[config.mk]
export PLATFORM = sky130hd
export DESIGN_NAME = decode_stage
export DESIGN_NICKNAME = d
export VERILOG_FILES = /design/src/rtl/decode_stage.sv
export SDC_FILE = /design/constraint.sdc
export NUM_CORES = 2
export LEC_CHECK = 0
export CELL_PAD_IN_SITES_DETAIL_PLACEMENT = 0
export CELL_PAD_IN_SITES_GLOBAL_PLACEMENT = 1
export CORE_MARGIN = 5
export CORE_UTILIZATION = 40
export CTS_BUF_LIST = sky130_fd_sc_hd__clkbuf_8
export CTS_CLUSTER_SIZE = 8
export DETAILED_ROUTE_END_ITERATION = 6
export GPL_TIMING_DRIVEN = 1
export HOLD_SLACK_MARGIN = 0.08
export PLACE_DENSITY = 0.71
export SLEW_MARGIN = 10
export SYNTH_ARGS = -nofsm -noshare
export SYNTH_HDL_FRONTEND = slang
export SYNTH_SLANG_ARGS = --single-unit
[constraint.sdc]
create_clock -name clk -period 4.67 [get_ports clk]
set_input_delay 0.934 -clock clk [delete_from_list [all_inputs] [get_ports clk]]
set_output_delay 0.934 -clock clk [all_outputs]
set_load 0.1 [all_outputs]
[src/rtl/decode_stage.sv]
// RV32I decode stage: IF/ID register, 32x32 register file, immediate/control decode, ID/EX register.
// Optional macro REGFILE_BYPASS_EN makes the read ports write-through for same-cycle writeback.
module decode_stage #(
  parameter int          DATA_WIDTH = 32,
  parameter logic [31:0] NOP_INSTR  = 32'h00000013
) (
  input  logic                  clk,
  input  logic                  rst,
  input  logic                  StallD,
  input  logic                  FlushD,
  input  logic                  FlushE,
  input  logic [31:0]           instrF,
  input  logic [DATA_WIDTH-1:0] PCF,
  input  logic [DATA_WIDTH-1:0] PCPlus4F,
  input  logic                  RegWriteW,
  input  logic [4:0]            RdW,
  input  logic [DATA_WIDTH-1:0] ResultW,
  output logic [4:0]            Rs1D,
  output logic [4:0]            Rs2D,
  output logic [DATA_WIDTH-1:0] RD1E,
  output logic [DATA_WIDTH-1:0] RD2E,
  output logic [DATA_WIDTH-1:0] ImmExtE,
  output logic [DATA_WIDTH-1:0] PCE,
  output logic [DATA_WIDTH-1:0] PCPlus4E,
  output logic [4:0]            Rs1E,
  output logic [4:0]            Rs2E,
  output logic [4:0]            RdE,
  output logic                  RegWriteE,
  output logic                  MemWriteE,
  output logic                  JumpE,
  output logic                  BranchE,
  output logic                  ALUSrcE,
  output logic                  JALRinstrE,
  output logic [1:0]            ResultSrcE,
  output logic [3:0]            ALUControlE,
  output logic [2:0]            Funct3E
);

  localparam logic [3:0] ALU_ADD  = 4'd0, ALU_SUB = 4'd1, ALU_AND = 4'd2, ALU_OR  = 4'd3;
  localparam logic [3:0] ALU_XOR  = 4'd4, ALU_SLT = 4'd5, ALU_SLL = 4'd6, ALU_SRL = 4'd7;
  localparam logic [3:0] ALU_SRA  = 4'd8, ALU_SLTU = 4'd9, ALU_PASSB = 4'd10;

  typedef struct packed {
    logic [DATA_WIDTH-1:0] rd1, rd2, imm, pc, pc4;
    logic [4:0]            rs1, rs2, rd;
    logic                  regwrite, memwrite, jump, branch, alusrc, jalr;
    logic [1:0]            resultsrc;
    logic [3:0]            aluctl;
    logic [2:0]            funct3;
  } idex_t;

  function automatic logic [3:0] alu_op(input logic [2:0] f3, input logic alt);
    case (f3)
      3'b000:  alu_op = alt ? ALU_SUB : ALU_ADD;
      3'b001:  alu_op = ALU_SLL;
      3'b010:  alu_op = ALU_SLT;
      3'b011:  alu_op = ALU_SLTU;
      3'b100:  alu_op = ALU_XOR;
      3'b101:  alu_op = alt ? ALU_SRA : ALU_SRL;
      3'b110:  alu_op = ALU_OR;
      default: alu_op = ALU_AND;
    endcase
  endfunction

  logic [31:0]           instrD_q;
  logic [DATA_WIDTH-1:0] pcD_q, pc4D_q;
  logic [DATA_WIDTH-1:0] rf_q [31:1];
  logic [DATA_WIDTH-1:0] rd1_d, rd2_d;
  idex_t                 idex_d, idex_q;

  // IF/ID boundary: a flush also clears the PCs so a NOP never carries a stale PC.
  always_ff @(posedge clk) begin
    if (rst || FlushD) begin
      instrD_q <= NOP_INSTR;
      pcD_q    <= '0;
      pc4D_q   <= '0;
    end else if (!StallD) begin
      instrD_q <= instrF;
      pcD_q    <= PCF;
      pc4D_q   <= PCPlus4F;
    end
  end

  assign Rs1D = instrD_q[19:15];
  assign Rs2D = instrD_q[24:20];

  always_ff @(posedge clk) begin
    if (rst) begin
      for (int i = 1; i < 32; i++) rf_q[i] <= '0;
    end else if (RegWriteW && (RdW != 5'd0)) begin
      rf_q[RdW] <= ResultW;
    end
  end

  always_comb begin
    rd1_d = (Rs1D == 5'd0) ? '0 : rf_q[Rs1D];
    rd2_d = (Rs2D == 5'd0) ? '0 : rf_q[Rs2D];
`ifdef REGFILE_BYPASS_EN
    if (RegWriteW && (RdW != 5'd0) && (RdW == Rs1D)) rd1_d = ResultW;
    if (RegWriteW && (RdW != 5'd0) && (RdW == Rs2D)) rd2_d = ResultW;
`else
`endif
  end

  always_comb begin
    idex_d        = '0;
    idex_d.rd1    = rd1_d;
    idex_d.rd2    = rd2_d;
    idex_d.pc     = pcD_q;
    idex_d.pc4    = pc4D_q;
    idex_d.rs1    = Rs1D;
    idex_d.rs2    = Rs2D;
    idex_d.rd     = instrD_q[11:7];
    idex_d.funct3 = instrD_q[14:12];
    case (instrD_q[6:0])
      7'b0110011: begin
        idex_d.regwrite = 1'b1;
        idex_d.aluctl   = alu_op(instrD_q[14:12], instrD_q[30]);
      end
      7'b0010011: begin
        // Only srai honours bit 30; addi with imm[10]=1 stays an add.
        idex_d.regwrite = 1'b1;
        idex_d.alusrc   = 1'b1;
        idex_d.aluctl   = alu_op(instrD_q[14:12], instrD_q[30] && (instrD_q[14:12] == 3'b101));
        idex_d.imm      = DATA_WIDTH'($signed(instrD_q[31:20]));
      end
      7'b0000011: begin
        idex_d.regwrite  = 1'b1;
        idex_d.alusrc    = 1'b1;
        idex_d.resultsrc = 2'b01;
        idex_d.imm       = DATA_WIDTH'($signed(instrD_q[31:20]));
      end
      7'b0100011: begin
        idex_d.memwrite = 1'b1;
        idex_d.alusrc   = 1'b1;
        idex_d.imm      = DATA_WIDTH'($signed({instrD_q[31:25], instrD_q[11:7]}));
      end
      7'b1100011: begin
        idex_d.branch = 1'b1;
        idex_d.aluctl = ALU_SUB;
        idex_d.imm    = DATA_WIDTH'($signed({instrD_q[31], instrD_q[7], instrD_q[30:25],
                                              instrD_q[11:8], 1'b0}));
      end
      7'b1101111: begin
        idex_d.regwrite  = 1'b1;
        idex_d.jump      = 1'b1;
        idex_d.resultsrc = 2'b10;
        idex_d.imm       = DATA_WIDTH'($signed({instrD_q[31], instrD_q[19:12], instrD_q[20],
                                               instrD_q[30:21], 1'b0}));
      end
      7'b1100111: begin
        idex_d.regwrite  = 1'b1;
        idex_d.jump      = 1'b1;
        idex_d.jalr      = 1'b1;
        idex_d.resultsrc = 2'b10;
        idex_d.alusrc    = 1'b1;
        idex_d.imm       = DATA_WIDTH'($signed(instrD_q[31:20]));
      end
      7'b0110111: begin
        idex_d.regwrite = 1'b1;
        idex_d.alusrc   = 1'b1;
        idex_d.aluctl   = ALU_PASSB;
        idex_d.imm      = DATA_WIDTH'($signed({instrD_q[31:12], 12'b0}));
      end
      7'b0010111: begin
        idex_d.regwrite = 1'b1;
        idex_d.alusrc   = 1'b1;
        idex_d.imm      = DATA_WIDTH'($signed({instrD_q[31:12], 12'b0}));
      end
      default: ;
    endcase
  end

  // ID/EX boundary: stall does not hold this register; the hazard unit pairs it with FlushE.
  always_ff @(posedge clk) begin
    if (rst || FlushE) idex_q <= '0;
    else               idex_q <= idex_d;
  end

  assign RD1E        = idex_q.rd1;
  assign RD2E        = idex_q.rd2;
  assign ImmExtE     = idex_q.imm;
  assign PCE         = idex_q.pc;
  assign PCPlus4E    = idex_q.pc4;
  assign Rs1E        = idex_q.rs1;
  assign Rs2E        = idex_q.rs2;
  assign RdE         = idex_q.rd;
  assign RegWriteE   = idex_q.regwrite;
  assign MemWriteE   = idex_q.memwrite;
  assign JumpE       = idex_q.jump;
  assign BranchE     = idex_q.branch;
  assign ALUSrcE     = idex_q.alusrc;
  assign JALRinstrE  = idex_q.jalr;
  assign ResultSrcE  = idex_q.resultsrc;
  assign ALUControlE = idex_q.aluctl;
  assign Funct3E     = idex_q.funct3;

endmodule

==> reports/qor.csv <==
stage,metric,value,unit
run_status,status,"finished, final reports clean",
worst_hold_path,hp-class,reg2reg,
worst_setup_path,cp_max_fo,11,
sta,setup_violations,0,
power_and_ir_drop,vdd_drop_max,0.253,mV
placed_design,globalplace.congestion,0.872,
logic_synthesis,synth-edff-count,1024,
drt,wirelength,207000,µm
logic_synthesis,ys_seq_elements,1310,
floorplanning,ios,339,
worst_setup_path,crit_path_start_kind,flop,
clocking,clk_latency,950,ps
sta,report.final.slew_viol_count,0,
sta,period_minus_slack,4050,ps
global_routing,grt_pass1_vias,40878,
floorplanning,die_width,406,µm
logic_synthesis,synth_top_area_cell,edfxtp_1,
finish,final_util,0.467,
clocking,clkSinkCount,1310,
drt,first_pass_iters,6,
clocking,clk_pin_slew,60,ps
clocking,cts_tree,yes,
logic_synthesis,synth_area,62700,µm²
finish,synthToLayoutAreaGrowth,16.2,%
logic_synthesis,yosys.area.top_type_share,0.490,
power_and_ir_drop,p_total,25.7,mW
floorplanning,core_region_area,156000,µm²
logic_synthesis,synth_ff_type,edfxtp_1,
logic_synthesis,synth_area_leaders,"edfxtp_1, mux4_2, and2_1, dfxtp_1, mux2i_1",
clocking,cts-buffers-inserted,224,
sta,max_slew.worst_pin.slew,1340,ps
clocking,htree_levels,4,
floorplanning,die-area,165000,µm²
global_routing,antenna_found_initial,20,
sta,fin_worst_hold_slack,446,ps
worst_setup_path,critPathKind,reg2out,
drt,routed_via_density,5.75,
floorplanning,chipHeight,406,µm
sta,relSlewSlack,0.101,
clocking,ctsRootBufferMaster,clkbuf_8,
power_and_ir_drop,powerDensity,353,nW/µm²
sta,clock_skew,33.9,ps
drt,wl_per_cell,29.6,µm
global_routing,grt_pass1_wl,294000,µm
logic_synthesis,synth-seq-area-share,0.582,
logic_synthesis,syn_inst,4399,
clocking,cts_setup_buffers,0,
logic_synthesis,yosysWarnings,0,
clocking,cts.hold.buffers_added,0,
placed_design,dp_hpwl,133000,µm
placed_design,port_buffers,338,
clocking,cts_resized,0,
clocking,clock_path_buffers,3,
global_routing,track_usage,0.247,
sta,grt_setup_unrepaired,no,
logic_synthesis,ys_types,58,
logic_synthesis,syn_area_per_cell,14.3,µm²
sta,fmaxAchievable,247,MHz
placed_design,place_area,68700,µm²
sta,period_share,0.868,
floorplanning,initial_utilization,0.402,
power_and_ir_drop,cellLeakagePower,24.7,nW
worst_setup_path,arrival,3120,ps
finish,final_cell_area,72900,µm²
drt,ant_nets,0,
finish,fillers,13801,
sta,finalHoldViolCount,0,
floorplanning,row_count,145,
logic_synthesis,synthArstFlopShare,0,
drt,drc,0,
worst_setup_path,endpoint_kind,primary output,
finish,final_nets,4871,
finish,layout-drive-gt1-share,0.194,
drt,vias,40153,
drt,drt-initial-drc-count,4173,
global_routing,gr-total-overflow,0,
global_routing,grt_max_degree,73,
sta,setup-tns-final,0,ps
worst_setup_path,cp.required,3740,ps
run,drv_cap,0,
[worst max-delay path, cell delays in order (launching register included)]
cell             delay (ps)
dfxtp_1                 780
buf_4                   260
clkdlybuf4s50_1        1140
[flip-flops by register name (all words and copies together), names as in the netlist, 2 cells and up]
name and count:
instrD_q 32, Rs2E 5, pcD_q 32, ImmExtE 32
pc4D_q 32, PCE 32, PCPlus4E 32, rf_q 1024
RD2E 32, ResultSrcE 2, RdE 5, RD1E 32
ALUControlE 4, Rs1E 5, Funct3E 3
[power by group]
part	switching (mW)	total, mW	internal (mW)
registers	0.322	13.5	13.1
logic	1.49	2.43	0.936
clock network	4.86	9.82	4.96
total	6.68	25.7	19.0
[final cells by class]
class,count,area (µm²),area share
diodes,8,20.0,0.000275
clock inverters,163,793,0.0109
inverters,10,37.5,0.000515
repair buffers,532,5070,0.0696
flip-flops and latches,1310,36500,0.501
clock buffers,247,3400,0.0466
well taps,2058,2570,0.0353
multi-input cells,2654,24500,0.336
[stage by stage]
stage	worst slack [ps]	std cells
finish	619	6982
floorplan	1890	4430
global route	538	6977
global placement	399	6563
CTS	498	6974
detailed placement	391	6564
[logic make-up (layout without fill, tap and decap cells)]
group                  count (synthesis)  after routing  synth area share
AND/OR/NAND/NOR                     1428           1428             0.134
flip-flops                          1310           1310             0.582
multiplexers                         756            756             0.196
buffers and inverters                466            952            0.0346
AO/OA/AOI/OAI                        438            438            0.0542
other                                  1             40         0.0000598
[cell usage after synthesis, types with 8 or more instances]
| library cell | count |
|---|---|
| o22ai_1 | 91 |
| mux2_2 | 8 |
| a22o_1 | 121 |
| and2_1 | 1076 |
| mux4_2 | 375 |
| nor2_1 | 162 |
| edfxtp_1 | 1024 |
| nand2_1 | 32 |
| o221ai_1 | 31 |
| buf_6 | 24 |
| a21oi_1 | 33 |
| or2_2 | 31 |
| mux2i_1 | 372 |
| dfxtp_1 | 286 |
| a22oi_1 | 18 |
| a2111oi_0 | 87 |
| buf_1 | 14 |
| a211oi_1 | 32 |
| buf_4 | 39 |
| buf_2 | 50 |
| nand2b_1 | 8 |
| nor2b_1 | 10 |
| nor3_1 | 69 |
| clkbuf_1 | 326 |
[placed cells by master (no fill, tap or decap), types with 31 or more instances in the layout]
master / instances
a2111oi_0: 85
a211oi_1: 32
a21oi_1: 33
a22o_1: 121
and2_1: 1074
buf_4: 175
clkbuf_8: 247
clkdlybuf4s50_1: 333
conb_1: 32
dfxtp_1: 278
edfxtp_1: 1024
inv_1: 106
mux2i_1: 372
mux4_2: 375
nand2_1: 32
nor2_1: 130
nor3_1: 65
o221ai_1: 31
o22ai_1: 91
or2_2: 31
[path summary, 6_finish.rpt]
| check | depth (start not counted) | end | slack, ps | startpoint |
|---|---|---|---|---|
| min | 1 | PCPlus4E[24] | 450 | pc4D_q[24] |
| max reg2reg | 6 | RD1E[30] | 1160 | instrD_q[18] |
| max | 2 | Rs2D[3] | 620 | instrD_q[23] |
| min reg2reg | 1 | PCPlus4E[24] | 450 | pc4D_q[24] |
[layer usage]
layer	track usage	routed length, µm	share of wire
met4	0.0994	8930	0.043
met5	0	35	0.00017
met1	0.326	83600	0.40
met3	0.0611	18700	0.091
met2	0.392	95400	0.46
No activity file was read; power rests on OpenSTA's default activity.
